$ cat src/rtl/day5_pkg.sv
// Shared types and constants for the day-5 puzzle input parser.
package day5_pkg;

    localparam int unsigned DEFAULT_WIDTH = 64;

    localparam logic [7:0] CHAR_0    = 8'h30;
    localparam logic [7:0] CHAR_9    = 8'h39;
    localparam logic [7:0] CHAR_DASH = 8'h2D;
    localparam logic [7:0] CHAR_LF   = 8'h0A;
    localparam logic [7:0] CHAR_CR   = 8'h0D;

    typedef enum logic [2:0] {
        RANGE_LO,
        RANGE_HI,
        IDS,
        DONE,
        ERR
    } state_e;

endpackage

$ cat src/rtl/decimal_accumulator.sv
// Decimal digit accumulator: acc <= acc*10 + digit, wrapping modulo 2^WIDTH.
module decimal_accumulator #(
    parameter int unsigned WIDTH = 64
) (
    input  logic             i_clock,
    input  logic             i_reset_n,
    input  logic             i_clear,
    input  logic             i_enable,
    input  logic [3:0]       i_digit,
    output logic [WIDTH-1:0] o_acc,
    output logic [WIDTH-1:0] o_acc_next
);

    logic [WIDTH-1:0] r_acc;

    // Multiply by ten with shifts only; the final digit may be consumed before it is registered.
    assign o_acc_next = (r_acc << 3) + (r_acc << 1) + {{(WIDTH - 4){1'b0}}, i_digit};
    assign o_acc      = r_acc;

    always_ff @(posedge i_clock) begin
        if (!i_reset_n) begin
            r_acc <= '0;
        end else if (i_clear) begin
            r_acc <= '0;
        end else if (i_enable) begin
            r_acc <= o_acc_next;
        end
    end

endmodule

$ cat src/rtl/sat_counter.sv
// Saturating up-counter with synchronous active-low reset.
module sat_counter #(
    parameter int unsigned WIDTH = 16
) (
    input  logic             i_clock,
    input  logic             i_reset_n,
    input  logic             i_inc,
    output logic [WIDTH-1:0] o_count
);

    logic [WIDTH-1:0] r_count;

    always_ff @(posedge i_clock) begin
        if (!i_reset_n) begin
            r_count <= '0;
        end else if (i_inc && (r_count != '1)) begin
            r_count <= r_count + 1'b1;
        end
    end

    assign o_count = r_count;

endmodule

$ cat src/rtl/day5_input_parser.sv
// Streams puzzle text bytes and emits "lo-hi" ranges, then IDs after the blank separator line.
module day5_input_parser
    import day5_pkg::*;
#(
    parameter int unsigned WIDTH = DEFAULT_WIDTH
) (
    input  logic             clock,
    input  logic             reset,
    input  logic [7:0]       in_data,
    input  logic             in_valid,
    input  logic             in_last,
    output logic             in_ready,
    output logic             load_ranges,
    output logic [WIDTH-1:0] start_range,
    output logic [WIDTH-1:0] end_range,
    output logic             id_valid,
    output logic [WIDTH-1:0] id,
    output logic             start_transfer,
    output logic [15:0]      range_count,
    output logic [31:0]      id_count,
    output logic             done,
    output logic             error
);

    state_e           r_state, w_state_d;
    logic [WIDTH-1:0] r_lo, w_lo_d;
    logic             r_seen, w_seen_d;
    logic             r_load, w_load_d;
    logic [WIDTH-1:0] r_start, w_start_d;
    logic [WIDTH-1:0] r_end, w_end_d;
    logic             r_idv, w_idv_d;
    logic [WIDTH-1:0] r_id, w_id_d;
    logic             r_start_tr, w_start_tr_d;
    logic             r_done, w_done_d;
    logic             r_error, w_error_d;

    logic             w_accept;
    logic             w_is_digit;
    logic             w_acc_clear;
    logic             w_acc_en;
    logic [WIDTH-1:0] w_acc;
    logic [WIDTH-1:0] w_acc_next;

    assign in_ready   = (r_state != DONE);
    assign w_accept   = in_valid && in_ready;
    assign w_is_digit = (in_data >= CHAR_0) && (in_data <= CHAR_9);

    decimal_accumulator #(
        .WIDTH (WIDTH)
    ) u_acc (
        .i_clock    (clock),
        .i_reset_n  (reset),
        .i_clear    (w_acc_clear),
        .i_enable   (w_acc_en),
        .i_digit    (in_data[3:0]),
        .o_acc      (w_acc),
        .o_acc_next (w_acc_next)
    );

    always_comb begin
        w_state_d    = r_state;
        w_lo_d       = r_lo;
        w_seen_d     = r_seen;
        w_load_d     = 1'b0;
        w_start_d    = r_start;
        w_end_d      = r_end;
        w_idv_d      = 1'b0;
        w_id_d       = r_id;
        w_start_tr_d = r_start_tr;
        w_acc_clear  = 1'b0;
        w_acc_en     = 1'b0;

        if (w_accept) begin
            unique case (r_state)
                RANGE_LO: begin
                    if (in_last) begin
                        w_state_d = ERR;
                    end else if (w_is_digit) begin
                        w_acc_en = 1'b1;
                        w_seen_d = 1'b1;
                    end else if (in_data == CHAR_CR) begin
                        w_state_d = r_state;
                    end else if ((in_data == CHAR_DASH) && r_seen) begin
                        w_lo_d      = w_acc;
                        w_acc_clear = 1'b1;
                        w_seen_d    = 1'b0;
                        w_state_d   = RANGE_HI;
                    end else if ((in_data == CHAR_LF) && !r_seen) begin
                        w_start_tr_d = 1'b1;
                        w_state_d    = IDS;
                    end else begin
                        w_state_d = ERR;
                    end
                end
                RANGE_HI: begin
                    if (in_last) begin
                        w_state_d = ERR;
                    end else if (w_is_digit) begin
                        w_acc_en = 1'b1;
                        w_seen_d = 1'b1;
                    end else if (in_data == CHAR_CR) begin
                        w_state_d = r_state;
                    end else if ((in_data == CHAR_LF) && r_seen) begin
                        if (r_lo > w_acc) begin
                            w_state_d = ERR;
                        end else begin
                            w_load_d    = 1'b1;
                            w_start_d   = r_lo;
                            w_end_d     = w_acc;
                            w_acc_clear = 1'b1;
                            w_seen_d    = 1'b0;
                            w_state_d   = RANGE_LO;
                        end
                    end else begin
                        w_state_d = ERR;
                    end
                end
                IDS: begin
                    if (w_is_digit) begin
                        w_acc_en = 1'b1;
                        w_seen_d = 1'b1;
                        // A digit on the last byte completes the ID without a trailing newline.
                        if (in_last) begin
                            w_idv_d   = 1'b1;
                            w_id_d    = w_acc_next;
                            w_state_d = DONE;
                        end
                    end else if ((in_data == CHAR_CR) || (in_data == CHAR_LF)) begin
                        if (r_seen && ((in_data == CHAR_LF) || in_last)) begin
                            w_idv_d     = 1'b1;
                            w_id_d      = w_acc;
                            w_acc_clear = 1'b1;
                            w_seen_d    = 1'b0;
                        end
                        if (in_last) begin
                            w_state_d = DONE;
                        end
                    end else begin
                        w_state_d = ERR;
                    end
                end
                default: begin
                    w_state_d = r_state;
                end
            endcase
        end

        w_done_d  = r_done || (w_state_d == DONE);
        w_error_d = r_error || (w_state_d == ERR);
    end

    always_ff @(posedge clock) begin
        if (!reset) begin
            r_state    <= RANGE_LO;
            r_lo       <= '0;
            r_seen     <= 1'b0;
            r_load     <= 1'b0;
            r_start    <= '0;
            r_end      <= '0;
            r_idv      <= 1'b0;
            r_id       <= '0;
            r_start_tr <= 1'b0;
            r_done     <= 1'b0;
            r_error    <= 1'b0;
        end else begin
            r_state    <= w_state_d;
            r_lo       <= w_lo_d;
            r_seen     <= w_seen_d;
            r_load     <= w_load_d;
            r_start    <= w_start_d;
            r_end      <= w_end_d;
            r_idv      <= w_idv_d;
            r_id       <= w_id_d;
            r_start_tr <= w_start_tr_d;
            r_done     <= w_done_d;
            r_error    <= w_error_d;
        end
    end

    sat_counter #(
        .WIDTH (16)
    ) u_range_count (
        .i_clock   (clock),
        .i_reset_n (reset),
        .i_inc     (r_load),
        .o_count   (range_count)
    );

    sat_counter #(
        .WIDTH (32)
    ) u_id_count (
        .i_clock   (clock),
        .i_reset_n (reset),
        .i_inc     (r_idv),
        .o_count   (id_count)
    );

    assign load_ranges    = r_load;
    assign start_range    = r_start;
    assign end_range      = r_end;
    assign id_valid       = r_idv;
    assign id             = r_id;
    assign start_transfer = r_start_tr;
    assign done           = r_done;
    assign error          = r_error;

endmodule

$ cat config.mk
export PLATFORM = sky130hd
export DESIGN_NAME = day5_input_parser
export DESIGN_NICKNAME = d
export VERILOG_FILES = /design/src/rtl/day5_pkg.sv /design/src/rtl/decimal_accumulator.sv /design/src/rtl/sat_counter.sv /design/src/rtl/day5_input_parser.sv
export SDC_FILE = /design/constraint.sdc
export NUM_CORES = 1
export LEC_CHECK = 0
export CORE_MARGIN = 3
export CORE_UTILIZATION = 32
export DETAILED_ROUTE_END_ITERATION = 6
export SETUP_SLACK_MARGIN = 0.2
export SYNTH_ARGS = -nofsm -noshare
export SYNTH_HDL_FRONTEND = slang
export SYNTH_SLANG_ARGS = --single-unit
$ cat constraint.sdc
create_clock -name clock -period 8.35 [get_ports clock]
set_input_delay 1.2525 -clock clock [delete_from_list [all_inputs] [get_ports clock]]
set_output_delay 1.2525 -clock clock [all_outputs]
set_load 0.02 [all_outputs]
==> flow_summary.html <==
<table>
<tr><th>Metric</th><th>Value</th></tr>
<tr><th colspan="2">Finish</th></tr>
<tr><td>Filler Cells Inserted</td><td>around 6.5k</td></tr>
<tr><td>Antenna Diode Count</td><td>0</td></tr>
<tr><td>Sequential cell area</td><td>about 7500 um2</td></tr>
<tr><td>Multi-input gate area in the final layout</td><td>~12000 um2</td></tr>
<tr><td>Total Nets Final</td><td>between 2k and 3k</td></tr>
<tr><td>Layout cell share with drive strength beyond 1</td><td>0.0371</td></tr>
<tr><td>Synthesis-to-finish area growth</td><td>23.0%</td></tr>
<tr><th colspan="2">Setup path</th></tr>
<tr><td>Depth of the most critical reg-to-reg path</td><td>13</td></tr>
<tr><td>Required time at the endpoint of the critical path</td><td>between 8 and 9 ns</td></tr>
<tr><td>Data arrival time of the critical path</td><td>~5.4 ns</td></tr>
<tr><td>Category of the most critical setup path</td><td>in -&gt; reg</td></tr>
<tr><td>Depth of the critical timing path with buffers and inverters included</td><td>13</td></tr>
<tr><td>Startpoint kind of the worst setup timing path</td><td>input port</td></tr>
<tr><td>Slowest-stage cell, CP</td><td>or4b_1</td></tr>
<tr><td>Buf/Inv on CP</td><td>1</td></tr>
<tr><td>Crit-path max cell delay</td><td>just under 0.6 ns</td></tr>
<tr><td>Endpoint kind of the worst setup timing path</td><td>flip-flop</td></tr>
<tr><td>Crit-path max FO</td><td>5</td></tr>
<tr><td>Cell-by-cell listing of the critical path</td><td>clkdlybuf4s50_1 &gt; fa_1 &gt; ha_1 &gt; a211oi_1 &gt; o211ai_2 &gt; nand2_1 &gt; or4b_1 &gt; a211o_1 &gt; a2111oi_4 &gt; o21ai_1 &gt; a2111o_1 &gt; nand3_1 &gt; o22ai_1</td></tr>
<tr><td>CP top delay family</td><td>compound AO/OA/AOI/OAI gates</td></tr>
<tr><th colspan="2">CTS</th></tr>
<tr><td>Root buffer cell</td><td>clkbuf_16</td></tr>
<tr><td>Worst-skew pair later-pin latency</td><td>0.58 ns</td></tr>
<tr><td>Maximum root-to-sink buffer count</td><td>3</td></tr>
<tr><td>Gates resized, CTS repair</td><td>0</td></tr>
<tr><td>Post CTS Setup Buffer Count</td><td>0</td></tr>
<tr><td># H-tree levels</td><td>2</td></tr>
<tr><td>Number of CTS-inserted buffers</td><td>45</td></tr>
<tr><td>CTS tree</td><td>yes</td></tr>
<tr><td>Clock input transition at the sequential cells of the worst setup and hold paths</td><td>0.06 ns</td></tr>
<tr><td>Number of buffers inserted by hold repair at cts</td><td>0</td></tr>
<tr><td>Clock sink count</td><td>377</td></tr>
<tr><th colspan="2">Logic synthesis</th></tr>
<tr><td>Most frequently used flop master after synthesis</td><td>dfxtp_1</td></tr>
<tr><td>Ys async rst share</td><td>0</td></tr>
<tr><td>Cells after Synth</td><td>approximately 2.6k</td></tr>
<tr><td>Nets in the synthesized netlist</td><td>around 2.8k</td></tr>
<tr><td>Number of flip-flops and latches in the synthesized netlist</td><td>~380</td></tr>
<tr><td>Cell area after synthesis</td><td>between 20000 and 25000 um2</td></tr>
<tr><td>Distinct cells, synth</td><td>~70</td></tr>
<tr><td>Part of the Yosys area used for sequential elements</td><td>0.372</td></tr>
<tr><td>Avg Inst Size Synth</td><td>roughly 7.7 um2</td></tr>
<tr><td>EDFF count, synth</td><td>0</td></tr>
<tr><td>YS warnings</td><td>0</td></tr>
<tr><th colspan="2">STA</th></tr>
<tr><td>Share of the clock period used by the worst path</td><td>0.594</td></tr>
<tr><td>Final WS setup</td><td>approximately 3.4 ns</td></tr>
<tr><td>Setup-failing EPs final</td><td>0</td></tr>
<tr><td>Slew at the pin with the worst max-slew slack</td><td>1.00 ns</td></tr>
<tr><td>Period minus WS final</td><td>between 4 and 5 ns</td></tr>
<tr><td>Hold Fails Final Rpt</td><td>0</td></tr>
<tr><td>Count of final max-slew check failures</td><td>0</td></tr>
<tr><td>Relative max-transition margin</td><td>0.333</td></tr>
<tr><td>Peak Freq</td><td>between 0.2 and 0.25 GHz</td></tr>
<tr><td>Unrepaired setup endpoints after global routing</td><td>false</td></tr>
<tr><td>Skew final</td><td>~0.029 ns</td></tr>
<tr><td>Final-layout setup total negative slack</td><td>0 ns</td></tr>
<tr><th colspan="2">Drt</th></tr>
<tr><td>Detail-routed via count per cell</td><td>5.09</td></tr>
<tr><td>Routed WL</td><td>~63 mm</td></tr>
<tr><td>Final routed DRC violation total</td><td>0</td></tr>
<tr><td>Number of optimization iterations in the first detailed-route pass</td><td>5</td></tr>
<tr><td>Violation count after the first detailed-route iteration</td><td>around 1.2k</td></tr>
<tr><td>Detailed-route via count</td><td>18.7k</td></tr>
<tr><td>Routed wirelength normalized by instance count</td><td>17.2 um</td></tr>
<tr><td>Antenna violation net count after detailed routing</td><td>0</td></tr>
<tr><th colspan="2">Global route</th></tr>
<tr><td>Antenna violations before repair</td><td>3</td></tr>
<tr><td>First-pass GRT wire length</td><td>99.9 mm</td></tr>
<tr><td>Total track usage</td><td>0.183</td></tr>
<tr><td>Via count of the first global-routing pass</td><td>17.8k</td></tr>
<tr><td>Pin count of the biggest net entering global routing</td><td>between 100 and 150</td></tr>
<tr><td>GRT Residual Overflow</td><td>0</td></tr>
<tr><th colspan="2">Placed design</th></tr>
<tr><td>Count of port buffers added during placement</td><td>257</td></tr>
<tr><td>Pre-CTS worst setup slack</td><td>2.85 ns</td></tr>
<tr><td>Half-perimeter wire length of the detailed placement result</td><td>roughly 44 mm</td></tr>
<tr><td>Gpl congestion</td><td>0.869</td></tr>
<tr><th colspan="2">Pwr</th></tr>
<tr><td>Net switching component of the power</td><td>just under 900 uW</td></tr>
<tr><td>Internal power of the cells</td><td>3040 uW</td></tr>
<tr><td>Peak VDD IR</td><td>0.000137 V</td></tr>
<tr><td>Power density over the cells</td><td>approximately 160 nW/um2</td></tr>
<tr><td>Switching portion of total power</td><td>0.225</td></tr>
<tr><td>Sequential Power Share</td><td>0.461</td></tr>
<tr><td>Proportion of power drawn by the clock network</td><td>0.516</td></tr>
<tr><td>Logic gate share of total power</td><td>0.023</td></tr>
<tr><td>Leakage power figure</td><td>~0.0094 uW</td></tr>
<tr><th colspan="2">Die</th></tr>
<tr><td>Placeable Area</td><td>between 60000 and 70000 um2</td></tr>
<tr><td>Chip height</td><td>roughly 260 um</td></tr>
<tr><td>Rows</td><td>between 90 and 100</td></tr>
<tr><td>Number of primary I/O pins</td><td>258</td></tr>
<tr><td>Die area</td><td>roughly 66000 um2</td></tr>
<tr><td>X dimension of the die</td><td>~260 um</td></tr>
<tr><td>Initial core utilization</td><td>0.326</td></tr>
<tr><th colspan="2">Status</th></tr>
<tr><td>Result of the run</td><td>completed</td></tr>
<tr><th colspan="2">Flow run</th></tr>
<tr><td>Number of max-cap violations</td><td>0</td></tr>
<tr><th colspan="2">Hold path</th></tr>
<tr><td>Worst hold path cell count</td><td>2</td></tr>
<tr><td>Hold WC Path Type</td><td>reg -&gt; reg</td></tr>
</table>
## layout make-up
type | count | share of cell area
Timing Repair Buffer | 271 | 0.107
Sequential cell | 377 | 0.302
Clock buffer | 67 | 0.0529
Clock inverter | 13 | 0.00717
Multi-Input combinational cell | 2018 | 0.476
Tap cell | 837 | 0.0420
Inverter | 82 | 0.0126
## state kept, by name, indices dropped and copies added (netlist names), 3 cells and up
signal,cells
u_acc.o_acc,64
r_state,3
r_lo,64
u_range_count.o_count,16
end_range,64
start_range,64
id,64
u_id_count.o_count,32
## power groups by stage
stage / Clock (uW) / Combinational [uW] / Sequential [uW]
floorplan: 0 / 59.1 / 1840
global placement: 0 / 90.4 / 1850
detailed placement: 0 / 90.3 / 1850
CTS: 2080 / 90.9 / 1810
global route: 2160 / 99.2 / 1810
finish: 2020 / 89.7 / 1810
## placed cells by master (no fill, tap or decap), types with 5 or more instances in the layout
| master | netlist | routed |
|---|---|---|
| nand2_1 | 638 | 638 |
| a21oi_1 | 383 | 383 |
| dfxtp_1 | 377 | 377 |
| clkdlybuf4s50_1 | 0 | 256 |
| ha_1 | 188 | 188 |
| nor2_1 | 159 | 158 |
| o21ai_0 | 88 | 88 |
| inv_1 | 82 | 81 |
| nand3_1 | 63 | 61 |
| a21o_1 | 51 | 51 |
| xnor2_1 | 49 | 49 |
| clkbuf_16 | 0 | 47 |
| xor2_1 | 46 | 46 |
| nand4_1 | 41 | 41 |
| o211ai_1 | 32 | 32 |
| a211oi_1 | 25 | 25 |
| nor3_1 | 23 | 22 |
| and3_1 | 19 | 17 |
| a31oi_1 | 16 | 15 |
| buf_4 | 2 | 14 |
| and2_1 | 13 | 13 |
| a311oi_1 | 13 | 13 |
| clkbuf_1 | 109 | 13 |
| nand2b_1 | 12 | 12 |
| or3_1 | 13 | 12 |
| nor2b_1 | 11 | 11 |
| nor4_1 | 11 | 11 |
| o21bai_1 | 9 | 9 |
| and4_1 | 9 | 8 |
| o21a_1 | 8 | 8 |
| o221ai_1 | 7 | 7 |
| o22ai_1 | 7 | 7 |
| o31ai_1 | 7 | 7 |
| mux2i_1 | 7 | 7 |
| clkbuf_8 | 0 | 7 |
| o21ai_1 | 6 | 6 |
| a211o_1 | 5 | 5 |
## per-stage QoR
| step | instance area (um2) | std cells | utilization | total power (uW) | hold WS (ns) |
|---|---|---|---|---|---|
| floorplan | 20300 | 2629 | - | 1900 | 0.445 |
| global placement | 23500 | 3585 | 0.377 | 1940 | 0.439 |
| detailed placement | 23500 | 3585 | 0.377 | 1940 | 0.446 |
| CTS | 25000 | 3665 | 0.401 | 3980 | 0.454 |
| global route | 25000 | 3665 | 0.401 | 4060 | 0.466 |
| finish | 25000 | 3665 | 0.401 | 3920 | 0.451 |
## layer usage
metal,vias up,global-route usage,part of all wire
met2,361,0.303,0.46
met3,66,0.0405,0.056
li1,9464,-,-
met4,2,0.0456,0.018
met5,-,0,0.00021
met1,8765,0.243,0.47
## cell usage after synthesis (all sizes together) (16+ instances only)
cell type	number	area, um2
xnor2	49	429
o211ai	33	253
dfxtp	377	7550
nor3	23	115
nand4	41	257
buf	43	205
xor2	46	403
clkbuf	109	409
and3	19	119
ha	188	2350
a31oi	16	100
nand3	63	315
nand2	638	2390
a21o	51	383
a211oi	25	188
nor2	159	597
o21ai	94	470
inv	82	308
a21oi	384	1930
## final timing paths
path                   startpoint              end  slack (ns)
hold / removal    start_range[35]  start_range[35]        0.45
hold reg to reg   start_range[35]  start_range[35]        0.45
setup reg to reg  u_acc.o_acc[60]    end_range[25]        3.40
setup / recovery       in_data[3]  u_acc.o_acc[61]        3.39
## cells by family (layout without fill, tap and decap cells)
kind of cell,Yosys count,in the layout,share of synthesized area
flip-flops,377,377,0.372
AND/OR/NAND/NOR,1034,1034,0.218
XOR/XNOR,95,95,0.0410
buffers and inverters,234,433,0.0455
multiplexers,7,7,0.00345
adder cells (fa/ha/maj),190,190,0.118
AO/OA/AOI/OAI,692,692,0.202
## tightest hold or removal path, stage by stage, from the launching register on
cell and delay [ns]:
dfxtp_1 0.30, nand2_1 0.05, a21oi_1 0.05
No activity file was read; power rests on OpenSTA's default activity.
